[src/rtl/fwd_ctrl.sv]
`default_nettype none
// ============================================================================
//  Module      : fwd_ctrl
//  Description : Forwarding and load-use hazard controller for a 5-stage
//                MIPS pipeline. Tracks destination registers of the EX, MEM
//                and WB instructions, drives the EX operand bypass selects,
//                raises a one-cycle load-use stall, and counts stall cycles
//                with saturation.
//  Ports       : clk          - pipeline clock, rising edge
//                rst_n        - asynchronous active-low reset
//                id_valid     - ID holds a real instruction
//                id_rs/id_rt  - ID source registers A/B
//                id_dst       - ID destination register
//                id_reg_write - ID instruction writes the register file
//                id_mem_read  - ID instruction is a load
//                flush        - squash the ID->EX transfer this cycle
//                sel_a/sel_b  - bypass selects (00 RF, 10 EX/MEM, 01 MEM/WB)
//                stall        - hold PC and IF/ID this cycle
//                stall_cnt    - saturating count of stall cycles
//  Revision    : 1.0 - initial release
// ============================================================================
module fwd_ctrl #(
    parameter int CNT_W = 16
) (
    input  logic             clk,
    input  logic             rst_n,
    input  logic             id_valid,
    input  logic [4:0]       id_rs,
    input  logic [4:0]       id_rt,
    input  logic [4:0]       id_dst,
    input  logic             id_reg_write,
    input  logic             id_mem_read,
    input  logic             flush,
    output logic [1:0]       sel_a,
    output logic [1:0]       sel_b,
    output logic             stall,
    output logic [CNT_W-1:0] stall_cnt
);

    localparam logic [1:0] c_SEL_RF  = 2'b00;
    localparam logic [1:0] c_SEL_MEM = 2'b10;
    localparam logic [1:0] c_SEL_WB  = 2'b01;

    // EX slot
    logic             r_ex_valid;
    logic [4:0]       r_ex_rs;
    logic [4:0]       r_ex_rt;
    logic [4:0]       r_ex_dst;
    logic             r_ex_reg_write;
    logic             r_ex_mem_read;
    // MEM slot
    logic             r_mem_valid;
    logic [4:0]       r_mem_dst;
    logic             r_mem_reg_write;
    // WB slot
    logic             r_wb_valid;
    logic [4:0]       r_wb_dst;
    logic             r_wb_reg_write;

    logic [CNT_W-1:0] r_stall_cnt;

    logic             w_hazard;
    logic             w_stall;
    logic             w_mem_prod;
    logic             w_wb_prod;

    // A slot can only act as a forwarding source if it really writes a
    // non-zero register; $0 is hardwired and never bypassed.
    assign w_mem_prod = r_mem_valid & r_mem_reg_write & (r_mem_dst != 5'd0);
    assign w_wb_prod  = r_wb_valid  & r_wb_reg_write  & (r_wb_dst  != 5'd0);

    assign w_hazard = r_ex_valid & r_ex_mem_read & r_ex_reg_write
                    & (r_ex_dst != 5'd0) & id_valid
                    & ((r_ex_dst == id_rs) | (r_ex_dst == id_rt));

    // A taken branch squashes the dependent instruction anyway, so a flush
    // makes the stall unnecessary.
    assign w_stall = w_hazard & ~flush;

    // EX/MEM is checked first: the youngest producer holds the newest value.
    always_comb begin
        sel_a = c_SEL_RF;
        if (w_mem_prod && (r_mem_dst == r_ex_rs)) begin
            sel_a = c_SEL_MEM;
        end else if (w_wb_prod && (r_wb_dst == r_ex_rs)) begin
            sel_a = c_SEL_WB;
        end
    end

    always_comb begin
        sel_b = c_SEL_RF;
        if (w_mem_prod && (r_mem_dst == r_ex_rt)) begin
            sel_b = c_SEL_MEM;
        end else if (w_wb_prod && (r_wb_dst == r_ex_rt)) begin
            sel_b = c_SEL_WB;
        end
    end

    always_ff @(posedge clk or negedge rst_n) begin
        if (!rst_n) begin
            r_ex_valid      <= 1'b0;
            r_ex_rs         <= 5'd0;
            r_ex_rt         <= 5'd0;
            r_ex_dst        <= 5'd0;
            r_ex_reg_write  <= 1'b0;
            r_ex_mem_read   <= 1'b0;
            r_mem_valid     <= 1'b0;
            r_mem_dst       <= 5'd0;
            r_mem_reg_write <= 1'b0;
            r_wb_valid      <= 1'b0;
            r_wb_dst        <= 5'd0;
            r_wb_reg_write  <= 1'b0;
            r_stall_cnt     <= '0;
        end else begin
            r_wb_valid      <= r_mem_valid;
            r_wb_dst        <= r_mem_dst;
            r_wb_reg_write  <= r_mem_reg_write;
            r_mem_valid     <= r_ex_valid;
            r_mem_dst       <= r_ex_dst;
            r_mem_reg_write <= r_ex_reg_write;

            // Stall or flush inject an all-zero bubble; a zero rs/rt also
            // keeps the bubble from selecting any bypass path.
            if (w_stall || flush) begin
                r_ex_valid     <= 1'b0;
                r_ex_rs        <= 5'd0;
                r_ex_rt        <= 5'd0;
                r_ex_dst       <= 5'd0;
                r_ex_reg_write <= 1'b0;
                r_ex_mem_read  <= 1'b0;
            end else begin
                r_ex_valid     <= id_valid;
                r_ex_rs        <= id_rs;
                r_ex_rt        <= id_rt;
                r_ex_dst       <= id_dst;
                r_ex_reg_write <= id_reg_write;
                r_ex_mem_read  <= id_mem_read;
            end

            if (w_stall && (r_stall_cnt != {CNT_W{1'b1}})) begin
                r_stall_cnt <= r_stall_cnt + CNT_W'(1);
            end
        end
    end

    assign stall     = w_stall;
    assign stall_cnt = r_stall_cnt;

endmodule
`default_nettype wire

[config.mk]
export PLATFORM = sky130hd
export DESIGN_NAME = fwd_ctrl
export DESIGN_NICKNAME = d
export VERILOG_FILES = /design/src/rtl/fwd_ctrl.sv
export SDC_FILE = /design/constraint.sdc
export NUM_CORES = 1
export LEC_CHECK = 0
export BUFFER_PORTS_ARGS = -buffer_cell sky130_fd_sc_hd__buf_2
export CORE_ASPECT_RATIO = 0.9
export CORE_MARGIN = 3
export CORE_UTILIZATION = 51
export CTS_BUF_LIST = sky130_fd_sc_hd__clkbuf_8
export CTS_CLUSTER_SIZE = 28
export DETAILED_ROUTE_END_ITERATION = 8
export HOLD_SLACK_MARGIN = 0.1
export PLACE_DENSITY = 0.77
export REMOVE_ABC_BUFFERS = 1
export SLEW_MARGIN = 15
export SYNTH_ARGS = -nofsm -noshare
export SYNTH_HDL_FRONTEND = slang
export SYNTH_SLANG_ARGS = --single-unit
[constraint.sdc]
create_clock -name clk -period 2.05 [get_ports clk]
set_clock_uncertainty 0.2 [all_clocks]
set_input_delay 0.1025 -clock clk [delete_from_list [all_inputs] [get_ports clk]]
set_output_delay 0.1025 -clock clk [all_outputs]
set_load 0.01 [all_outputs]
# Yosys cells after proc, flatten, opt, wreduce, memory -nomap -nowiden
# Index checks and enable logic that the tools add are counted.
# op_classes
addsub	1
n_eq_ne	7
muxes	10
bitwise_logic	12
reduce_logical	9
# op_table
op	n
5-bit == test	6
16-bit by 1-bit adder with 16-bit output, second input constant	1
16-bit != test, second input constant	1
5-bit 2-to-1 mux	3
5-bit nonzero test	3
1-bit AND	10
1-bit logical AND	5
1-bit 2-to-1 mux	5
2-bit 2-to-1 mux	2
1-bit logical OR	1
1-bit NOT	1
1-bit OR	1
# word_totals
register_bits	48
in_bits	21
out_inout_bits	21
word_cells	52

# Longest topological paths before layout
# Gate-level depths: netlist of run 1.
# depth
word_depth	8
mapped_depth	7
mapped_depth_nobuf	6

# Worst setup path after synthesis of run 1
# OpenSTA, ideal clock, no wires.
# synth_timing
kind	reg2reg
start	reg r_stall_cnt[0], in the netlist stall_cnt[0]
end	reg r_stall_cnt[2], in the netlist stall_cnt[2]
setup_time_ns	0.139
t_arrival_ns	1.668
t_required_ns	1.711
setup_slack_ns	0.043
stages_incl_launch_ff	8
path_buffers	1
period_less_slack_ns	2.007
path_cell_list	dfrtp_1 ha_1 nand3_1 or3_1 o21ai_2 buf_6 nor4b_1 xor2_1
# synth_between
elab_chain_len	2
word_cells_on_any_way	3
cone_classes	add/sub (1); eq/ne (1); reduce/logical (1)
# synth_lines
item	line	text
from (decl)	60	logic [CNT_W-1:0] r_stall_cnt;
from (signal assigned)	141	r_stall_cnt <= r_stall_cnt + CNT_W'(1);
parallel branches: the longest is 2 deep, another holds 16-bit by 1-bit adder with 16-bit output	--	
# Parallel ways; which one is timed is not known.
# A chain may end at the register's enable or synchronous reset.

# Worst setup path in the final report of run 1
# layout_timing
start	reg r_stall_cnt[1], in the netlist stall_cnt[1]
end	reg r_stall_cnt[12], in the netlist stall_cnt[12]
# Same word-level chain as after synthesis.

==> run_results.csv, run 1 <==
group,metric,value,unit
outcome,status,"finished, violations left",
outcome,violations,"negative setup slack",
worst_setup_path,slowest_delay,0.38,ns
cells_and_area,antennaDiodeCount,0,
placement,port_buffers,41,
flow_run,cap_violations,0,
route,drt_iter0_drc,178,
clock_network,root_buffer,"clkbuf_8",
floorplan,fp.dieArea,5160,um^2
timing,max-slew-margin-rel,0.502,
clock_network,cts_max_level,2,
timing,setup_ws,-0.223,ns
global_routing,grtUsageMet3,0.0514,
clock_network,cts_tree,"done",
route,drc,0,
timing,worst_pin_slew,0.747,ns
worst_setup_path,critPathKind,"flop to flop",
synthesis,yosysWarnings,0,
global_routing,globalRouteMet2Util,0.364,
global_routing,busiest_layer,"met2",
cells_and_area,drive_above_1_share,0.434,
clock_network,clk_latency,0.30,ns
global_routing,grt_use_total,0.228,
synthesis,yosysTopAreaCellShare,0.544,
synthesis,ys_ff_latch,48,
clock_network,cts.clk_slew.worst_paths,0.09,ns
power_and_ir_drop,power_leakage,1.68,nW
timing,tns,-1.97,ns
clock_network,clk_path_buf_depth,2,
power_and_ir_drop,power.density,564,nW/um^2
timing,slew_viol_final,0,
route,totalWireLength,6.36,mm
power_and_ir_drop,p_seq_frac,0.550,
timing,max_freq,440,MHz
global_routing,grt_max_degree,36,
worst_setup_path,crit_path_start_kind,"flop",
worst_setup_path,path_cells,"ha_2, nand3_2, buf_4, nor2_1, nand4_1, nor4b_4, mux2_2",
timing,hold_violations,0,
timing,setup_viol,37,
placement,dp_hpwl,3.52,mm
power_and_ir_drop,power,0.00184,W
worst_setup_path,crit_required,2.03,ns
global_routing,overflow,0,
clock_network,cts_sinks,48,
power_and_ir_drop,ir_drop,0.518,mV
timing,finalCriticalPeriod,2.27,ns
power_and_ir_drop,power_frac_clock,0.323,
clock_network,cts-buffers-inserted,5,
cells_and_area,areaGrowthSynthToFinish,47.8,%
worst_hold_path,hp-class,"input port to async pin",
synthesis,synth_area,2210,um^2
synthesis,synth_cell_type_count,31,
floorplan,core-area,4130,um^2
route,vias_per_cell,5.57,
placement,placed_cells,291,
worst_setup_path,cpMaxStageDelayCell,"dfrtp_1",
worst_setup_path,critPathCaptureType,"flop",
cells_and_area,final_util,0.790,
floorplan,die_w,75.4,um
worst_setup_path,crit_arrival,2.26,ns
floorplan,initial_core_util,0.535,
route,wl_per_cell,19.4,um
synthesis,syn_avg_cell_area,12.1,um^2
power_and_ir_drop,pwr-share-comb,0.127,
route,drtAntennaViolNets,0,
cells_and_area,layout.nets,301,
timing,rsz0062_at_grt,"true",
synthesis,ys_seq_area_frac,0.544,
timing,fin_crit_sh,1.11,
placement,gp_congestion,0.803,
route,num_vias,1820,
global_routing,grt_pass1_wl,8.60,mm
global_routing,grt_pass1_vias,1789,
worst_setup_path,cp_max_fo,2,
cells_and_area,fin_cells,327,
synthesis,synth_cells,182,
synthesis,ys_top_cells_by_area,"dfrtp_1 54%, xor2_1 14%, and2_1 5.1%",
floorplan,ioPinCount,42,
route,first_pass_iters,4,
global_routing,antenna_found_initial,0,
power_and_ir_drop,power_switching,0.000446,W
floorplan,die_h,68.4,um
power_and_ir_drop,switching_share,0.242,
global_routing,met1_usage,0.308,
floorplan,fp-row-count,22,
synthesis,synth.largest_area_cell,"dfrtp_1",
power_and_ir_drop,p_int,0.00139,W
==> logic make-up after synthesis <==
group	Yosys count	synth area share
compound gates	6	0.0249
xor+xnor	44	0.175
fa+ha+maj	1	0.00566
buf+inv	5	0.0130
flops	48	0.544
mux	2	0.0102
simple gates	76	0.228
==> per-stage QoR <==
| stage | hold slack [ns] | cell area [um^2] | setup WS, ns |
|---|---|---|---|
| after floorplan | -0.393 | 2180 | -0.225 |
| after global placement | 0.0150 | 2640 | 0.00115 |
| after detailed placement | 0.0107 | 2640 | -0.0608 |
| after CTS | 0.125 | 3010 | -0.170 |
| after global routing | 0.217 | 3260 | -0.298 |
| final | 0.204 | 3260 | -0.223 |
==> timing repair <==
item / CTS / global route
hold buffers: 19 / 0
gates resized for setup: 9 / 38
gates cloned: 0 / 0
setup endpoints to repair: 17 / 39
pin swaps: 8 / 26
endpoints found under the hold margin: 51 / 0
setup buffers: 4 / 9
==> area by class of cell <==
type	count	area, um^2
flip-flops and latches	48	1200
fillers	218	866
multi-input cells	129	1200
repair buffers	94	702
clock buffers	7	96.3
inverters	1	3.75
well taps	48	60.1
==> sequential cells by signal, indices dropped and copies added, names as in the netlist <==
name and cells:
r_ex_dst 5, r_ex_mem_read 1, r_ex_reg_write 1, r_ex_rs 5, r_ex_rt 5, r_ex_valid 1, r_mem_dst 5, r_mem_reg_write 1
r_mem_valid 1, r_wb_dst 5, r_wb_reg_write 1, r_wb_valid 1, stall_cnt 16
==> cell usage in the layout (no fill, tap or decap), drive strengths merged <==
cell / netlist / routed
and4: 1 / 1
dfrtp: 48 / 48
xnor2: 8 / 8
nor3: 8 / 8
o21ai: 1 / 1
inv: 1 / 1
o31a: 1 / 1
mux2: 2 / 2
ha: 1 / 1
nand2: 7 / 7
dlygate4sd3: 0 / 19
o21ba: 1 / 1
buf: 3 / 75
nor4: 11 / 11
xor2: 36 / 36
a22oi: 1 / 1
nand4: 4 / 4
and2: 18 / 18
o211ai: 2 / 2
clkbuf: 1 / 7
nand3: 11 / 11
or4: 4 / 4
or4b: 1 / 1
nor2: 6 / 6
nor4b: 3 / 3
or3: 2 / 2
==> layer usage <==
metal	vias up	part of all wire	wire length (um)
li1	826	-	-
met4	0	0.017	108
met1	909	0.42	2650
met5	-	0	0
met2	72	0.51	3270
met3	13	0.052	330
==> Yosys cell counts, drive strengths merged <==
cell,number
nor4b,3
or4b,1
nor3,8
buf,3
inv,1
xnor2,8
and4,1
clkbuf,1
o211ai,2
dfrtp,48
nand2,7
a22oi,1
nor2,6
o21ba,1
or4,4
or3,2
o21ai,1
nand4,4
o31a,1
and2,18
nor4,11
ha,1
mux2,2
xor2,36
nand3,11
==> critical path, delay by kind of cell (launching register included) <==
kind,cells,cell delay (ns)
muxes,1,0.37
adders and majority gates,1,0.21
DFF,1,0.38
buffers and inverters,1,0.15
and+or+nand+nor,4,0.86
==> power groups by stage <==
stage / registers [W] / clock network (W) / logic [W]
6_report: 0.00101 / 0.000594 / 0.000233
5_1_grt: 0.00101 / 0.000644 / 0.000253
4_1_cts: 0.00101 / 0.000598 / 0.000200
3_5_place_dp: 0.00103 / 0 / 0.000157
3_3_place_gp: 0.00102 / 0 / 0.000153
2_1_floorplan: 0.00102 / 0 / 0.0000771
==> final timing paths <==
| kind | from | end | slack, ns | cells after the start |
|---|---|---|---|---|
| max in group asynchronous | rst_n | r_ex_rt[1] | 0.83 | 3 |
| min in group clk | r_mem_valid | r_wb_valid | 0.21 | 0 |
| worst min-delay path | rst_n | r_mem_reg_write | 0.20 | 2 |
| worst max register to register | stall_cnt[1] | stall_cnt[12] | -0.22 | 7 |
| worst max-delay path | stall_cnt[1] | stall_cnt[12] | -0.22 | 7 |
| worst min register to register | r_mem_valid | r_wb_valid | 0.21 | 0 |
Power figures use the tool's default switching activity.
==> run 2, diff against run 1 <==
--- a/config.mk
+++ b/config.mk
@@ -15,6 +15,7 @@
 export HOLD_SLACK_MARGIN = 0.1
 export PLACE_DENSITY = 0.77
 export REMOVE_ABC_BUFFERS = 1
+export SETUP_SLACK_MARGIN = 0.4
 export SLEW_MARGIN = 15
 export SYNTH_ARGS = -nofsm -noshare
 export SYNTH_HDL_FRONTEND = slang
==> run_results.csv, run 2 (synthesis results as in run 1) <==
group,metric,value,unit
route,drt_iter0_drc,234,
timing,hold_violations,0,
placement,dp_hpwl,3.52,mm
worst_setup_path,critPathCaptureType,"flop",
outcome,violations,"negative setup slack",
cells_and_area,largest_register_ffs,16,
global_routing,grt_pass1_vias,2018,
clock_network,cts_tree,"done",
timing,worst_pin_slew,0.785,ns
route,vias_per_cell,6.30,
clock_network,cts.clk_slew.worst_paths,0.10,ns
outcome,status,"finished, violations left",
floorplan,fp.dieArea,5160,um^2
worst_setup_path,cp_max_fo,7,
timing,rsz0062_at_grt,"true",
clock_network,cts_sinks,48,
cells_and_area,areaGrowthSynthToFinish,63.3,%
global_routing,antenna_found_initial,0,
floorplan,die_h,68.4,um
power_and_ir_drop,ir_drop,0.479,mV
floorplan,ioPinCount,42,
cells_and_area,drive_above_1_share,0.542,
global_routing,grtUsageMet3,0.0675,
timing,fin_crit_sh,1.15,
clock_network,clk_latency,0.31,ns
cells_and_area,antennaDiodeCount,0,
cells_and_area,layout_commonest_cell,"dfrtp_1",
worst_setup_path,crit_required,2.05,ns
global_routing,busiest_layer,"met2",
placement,preCtsSetupSlack,-0.0608,ns
clock_network,cts-buffers-inserted,5,
timing,setup_ws,-0.301,ns
placement,gp_congestion,0.803,
route,first_pass_iters,5,
route,totalWireLength,8.85,mm
floorplan,fp-row-count,22,
worst_setup_path,critPathKind,"flop to flop",
clock_network,root_buffer,"clkbuf_8",
global_routing,globalRouteMet2Util,0.487,
floorplan,core-area,4130,um^2
cells_and_area,multi_input_area,1350,um^2
clock_network,cts_max_level,2,
timing,max-slew-margin-rel,0.477,
clock_network,clk_path_buf_depth,2,
timing,setup_viol,29,
global_routing,grt_max_degree,36,
cells_and_area,seq_area,1200,um^2
cells_and_area,nFillCells,153,
timing,finalCriticalPeriod,2.35,ns
global_routing,grt_pass1_wl,10.9,mm
power_and_ir_drop,power.density,540,nW/um^2
global_routing,overflow,0,
cells_and_area,layout.nets,321,
placement,placed_cells,291,
flow_run,cap_violations,0,
timing,max_freq,425,MHz
worst_setup_path,crit_arrival,2.35,ns
timing,slew_viol_final,0,
worst_hold_path,hp-class,"input port to async pin",
route,drc,0,
power_and_ir_drop,power_leakage,1.90,nW
floorplan,initial_core_util,0.535,
route,wl_per_cell,25.5,um
route,drtAntennaViolNets,0,
cells_and_area,final_cell_mix,"47 x dfrtp_1, 39 x buf_2, 35 x xor2_1, 35 x buf_4, 19 x dlygate4sd3_1",
floorplan,die_w,75.4,um
cells_and_area,fin_cells,347,
global_routing,grt_use_total,0.294,
route,num_vias,2185,
worst_setup_path,crit_path_start_kind,"flop",
placement,port_buffers,41,
global_routing,met1_usage,0.377,
worst_setup_path,worst-r2r-cell-count,7,
-- run 2: cell types whose count changed in the layout (fill, tap and decap cells not counted), moves of 2 or more --
cell	previous run	this run
buf_4	30	35
o31a_4	1	4
buf_6	5	14
nor2_4	1	3
nor4_2	5	3
nor4_4	5	7
nor2_1	4	2
and2_1	18	0
and2_4	0	18
-- run 2: worst paths after layout --
| kind | end | slack [ns] | startpoint |
|---|---|---|---|
| max in group asynchronous | r_wb_dst[0] | 0.80 | rst_n |
| setup reg to reg | stall_cnt[6] | -0.30 | r_ex_reg_write |
| setup / recovery | stall_cnt[6] | -0.30 | r_ex_reg_write |
| hold reg to reg | r_wb_valid | 0.22 | r_mem_valid |
| min in group clk | r_wb_valid | 0.22 | r_mem_valid |
| hold / removal | stall_cnt[7] | 0.21 | rst_n |
-- run 2: worst max-delay path: stages (launching register included) --
cell	delay (ns)
dfrtp_1	0.43
nand4_1	0.25
o21ba_4	0.37
o21ai_4	0.09
buf_12	0.15
buf_12	0.14
nor4b_2	0.37
xor2_1	0.25
-- run 2: repair_timing --
action / CTS / global route
setup buffers: 16 / 10
hold buffers: 19 / 0
cloned: 3 / 1
pin swaps: 29 / 39
endpoints found under the setup margin: 39 / 39
resized for setup: 51 / 35
endpoints found under the hold margin: 51 / 0
-- run 2: where the power goes --
| group | total [W] | internal (W) | switching, W |
|---|---|---|---|
| Clock | 0.000624 | 0.000301 | 0.000322 |
| Combinational | 0.000308 | 0.000156 | 0.000152 |
| Sequential | 0.00102 | 0.000979 | 0.0000376 |
-- run 2: through the flow --
stage                util  setup TNS [ns]  cell area [um^2]  hold WS (ns)  total power [W]
floorplan               -           -1.08              2180        -0.393          0.00110
global placement    0.640               0              2640        0.0150          0.00118
detailed placement  0.640          -0.304              2640        0.0107          0.00118
CTS                 0.815          -0.477              3370         0.196          0.00185
global route        0.873           -3.19              3610         0.222          0.00200
finish              0.873           -2.73              3610         0.212          0.00195
-- run 2: metal layers --
layer,up-vias,part of all wire
met5,-,0
met4,0,0.049
met3,58,0.10
met2,185,0.47
met1,1069,0.37
li1,873,-
-- run 2: cell type report --
class,instances,area share
Timing Repair Buffer,111,0.248
Multi-Input combinational cell,132,0.374
Sequential cell,48,0.333
Clock buffer,7,0.0267
Tap cell,48,0.0167
Inverter,1,0.00104
==> run 3, diff against run 2 <==
--- a/config.mk
+++ b/config.mk
@@ -13,7 +13,7 @@
 export CTS_CLUSTER_SIZE = 28
 export DETAILED_ROUTE_END_ITERATION = 8
 export HOLD_SLACK_MARGIN = 0.1
-export PLACE_DENSITY = 0.77
+export PLACE_DENSITY_LB_ADDON = 0.08
 export REMOVE_ABC_BUFFERS = 1
 export SETUP_SLACK_MARGIN = 0.4
 export SLEW_MARGIN = 15
==> run_results.csv, run 3 (synthesis results as in run 1) <==
group,metric,value,unit
outcome,status,"finished, violations left",
outcome,violations,"negative setup slack",
worst_setup_path,crit_arrival,1.97,ns
timing,max_freq,440,MHz
timing,setup_viol,33,
power_and_ir_drop,power_leakage,1.87,nW
route,drc,0,
clock_network,cts_sinks,48,
cells_and_area,antennaDiodeCount,0,
clock_network,cts_max_level,2,
clock_network,cts.clk_slew.worst_paths,0.09,ns
cells_and_area,final_cell_mix,"47 x dfrtp_1, 38 x buf_2, 36 x buf_4, 35 x xor2_1, 20 x dlygate4sd3_1",
power_and_ir_drop,power.density,582,nW/um^2
power_and_ir_drop,power,0.00207,W
worst_setup_path,path_cells,"or4_1, o211ai_1, buf_4, nor4_4, nor3_1, buf_2",
cells_and_area,finish.instance_area,3560,um^2
global_routing,grt_pass1_vias,1781,
power_and_ir_drop,ir_drop,0.431,mV
clock_network,cts_tree,"done",
cells_and_area,largest_register_ffs,16,
global_routing,grt_pass1_wl,8.50,mm
placement,gp_congestion,0.830,
route,vias_per_cell,5.67,
floorplan,fp.dieArea,5160,um^2
cells_and_area,layout.nets,314,
timing,tns,-2.68,ns
timing,max-slew-margin-rel,0.639,
cells_and_area,areaGrowthSynthToFinish,61.2,%
route,num_vias,1934,
route,totalWireLength,6.97,mm
flow_run,cap_violations,0,
worst_setup_path,cpMaxStageDelayCell,"or4_1",
global_routing,grt_max_degree,22,
route,drt_iter0_drc,154,
clock_network,clk_latency,0.31,ns
placement,dp_hpwl,3.58,mm
placement,placed_area,2620,um^2
timing,setup_ws,-0.220,ns
worst_setup_path,crit_path_start_kind,"flop",
timing,rsz0062_at_grt,"true",
global_routing,grt_use_total,0.222,
worst_setup_path,cp_max_fo,2,
floorplan,initial_core_util,0.535,
timing,slew_viol_final,0,
clock_network,clk_path_buf_depth,2,
worst_setup_path,crit_required,1.75,ns
cells_and_area,layout_commonest_cell,"dfrtp_1",
route,drtAntennaViolNets,0,
route,first_pass_iters,4,
route,wl_per_cell,20.4,um
timing,holdWs,0.221,ns
placement,port_buffers,41,
cells_and_area,drive_above_1_share,0.526,
floorplan,die_w,75.4,um
worst_hold_path,hp-class,"flop to flop",
worst_setup_path,ff2ff_setup_slack,-0.18,ns
worst_setup_path,slowest_delay,0.53,ns
timing,fin_crit_sh,1.11,
floorplan,die_h,68.4,um
global_routing,overflow,0,
clock_network,root_buffer,"clkbuf_8",
clock_network,cts-buffers-inserted,5,
timing,worst_pin_slew,0.542,ns
timing,finalCriticalPeriod,2.27,ns
global_routing,antenna_found_initial,0,
floorplan,core-area,4130,um^2
worst_setup_path,critPathCaptureType,"primary output",
floorplan,ioPinCount,42,
timing,hold_violations,0,
floorplan,fp-row-count,22,
worst_setup_path,critPathKind,"flop to primary output",
[run 3: what timing repair did]
item,4_1_cts,5_1_grt
gates resized for setup,37,49
endpoints found under the setup margin,39,68
pin swaps,11,37
hold buffers,20,0
gates cloned,1,3
setup buffers,2,17
endpoints found under the hold margin,66,0
[run 3: routing by layer]
metal,part of all wire,wire length [um],vias to the layer above,global-route usage
met3,0.042,296,15,0.0455
met1,0.43,2970,999,0.304
met5,0,0,-,0
met4,0.021,148,0,0.0568
li1,-,-,856,-
met2,0.51,3550,64,0.359
[run 3: final cells by class]
| cell class | instances | area [um^2] |
|---|---|---|
| inverter | 1 | 3.75 |
| timing repair buffer | 104 | 805 |
| fill | 197 | 568 |
| clock buffer | 7 | 96.3 |
| clock inverter | 1 | 30.0 |
| sequential | 48 | 1200 |
| tap | 48 | 60.1 |
| multi-input combinational | 132 | 1360 |
[run 3: per-stage QoR]
| stage | util | instances | setup slack, ns |
|---|---|---|---|
| floorplan | - | 178 | -0.225 |
| global placement | 0.635 | 290 | 0.0109 |
| detailed placement | 0.635 | 290 | -0.0347 |
| CTS | 0.760 | 321 | -0.207 |
| global route | 0.862 | 341 | -0.302 |
| finish | 0.862 | 341 | -0.220 |
[run 3: power breakdown]
group          switching [W]  leakage [nW]  internal [W]
Combinational       0.000144          1.17      0.000156
Clock               0.000329        0.0645      0.000431
Sequential         0.0000331         0.635      0.000979
Total               0.000506          1.87       0.00157
[run 3: path summary, 6_finish.rpt]
kind                                start            end  depth (start not counted)
min in group asynchronous           rst_n    r_wb_dst[3]                          3
hold reg to reg               r_mem_valid     r_wb_valid                          0
hold / removal                r_mem_valid     r_wb_valid                          0
setup / recovery             r_mem_dst[2]       sel_a[0]                          6
max in group asynchronous           rst_n   stall_cnt[9]                          4
setup reg to reg           r_ex_reg_write  stall_cnt[13]                          7
[run 3: worst max-delay path: cells and delay by family (launching register included)]
kind,cells,cell delay [ns]
AND/OR/NAND/NOR,3,0.73
AO/OA/AOI/OAI,1,0.21
flip-flops,1,0.39
buffers and inverters,2,0.33
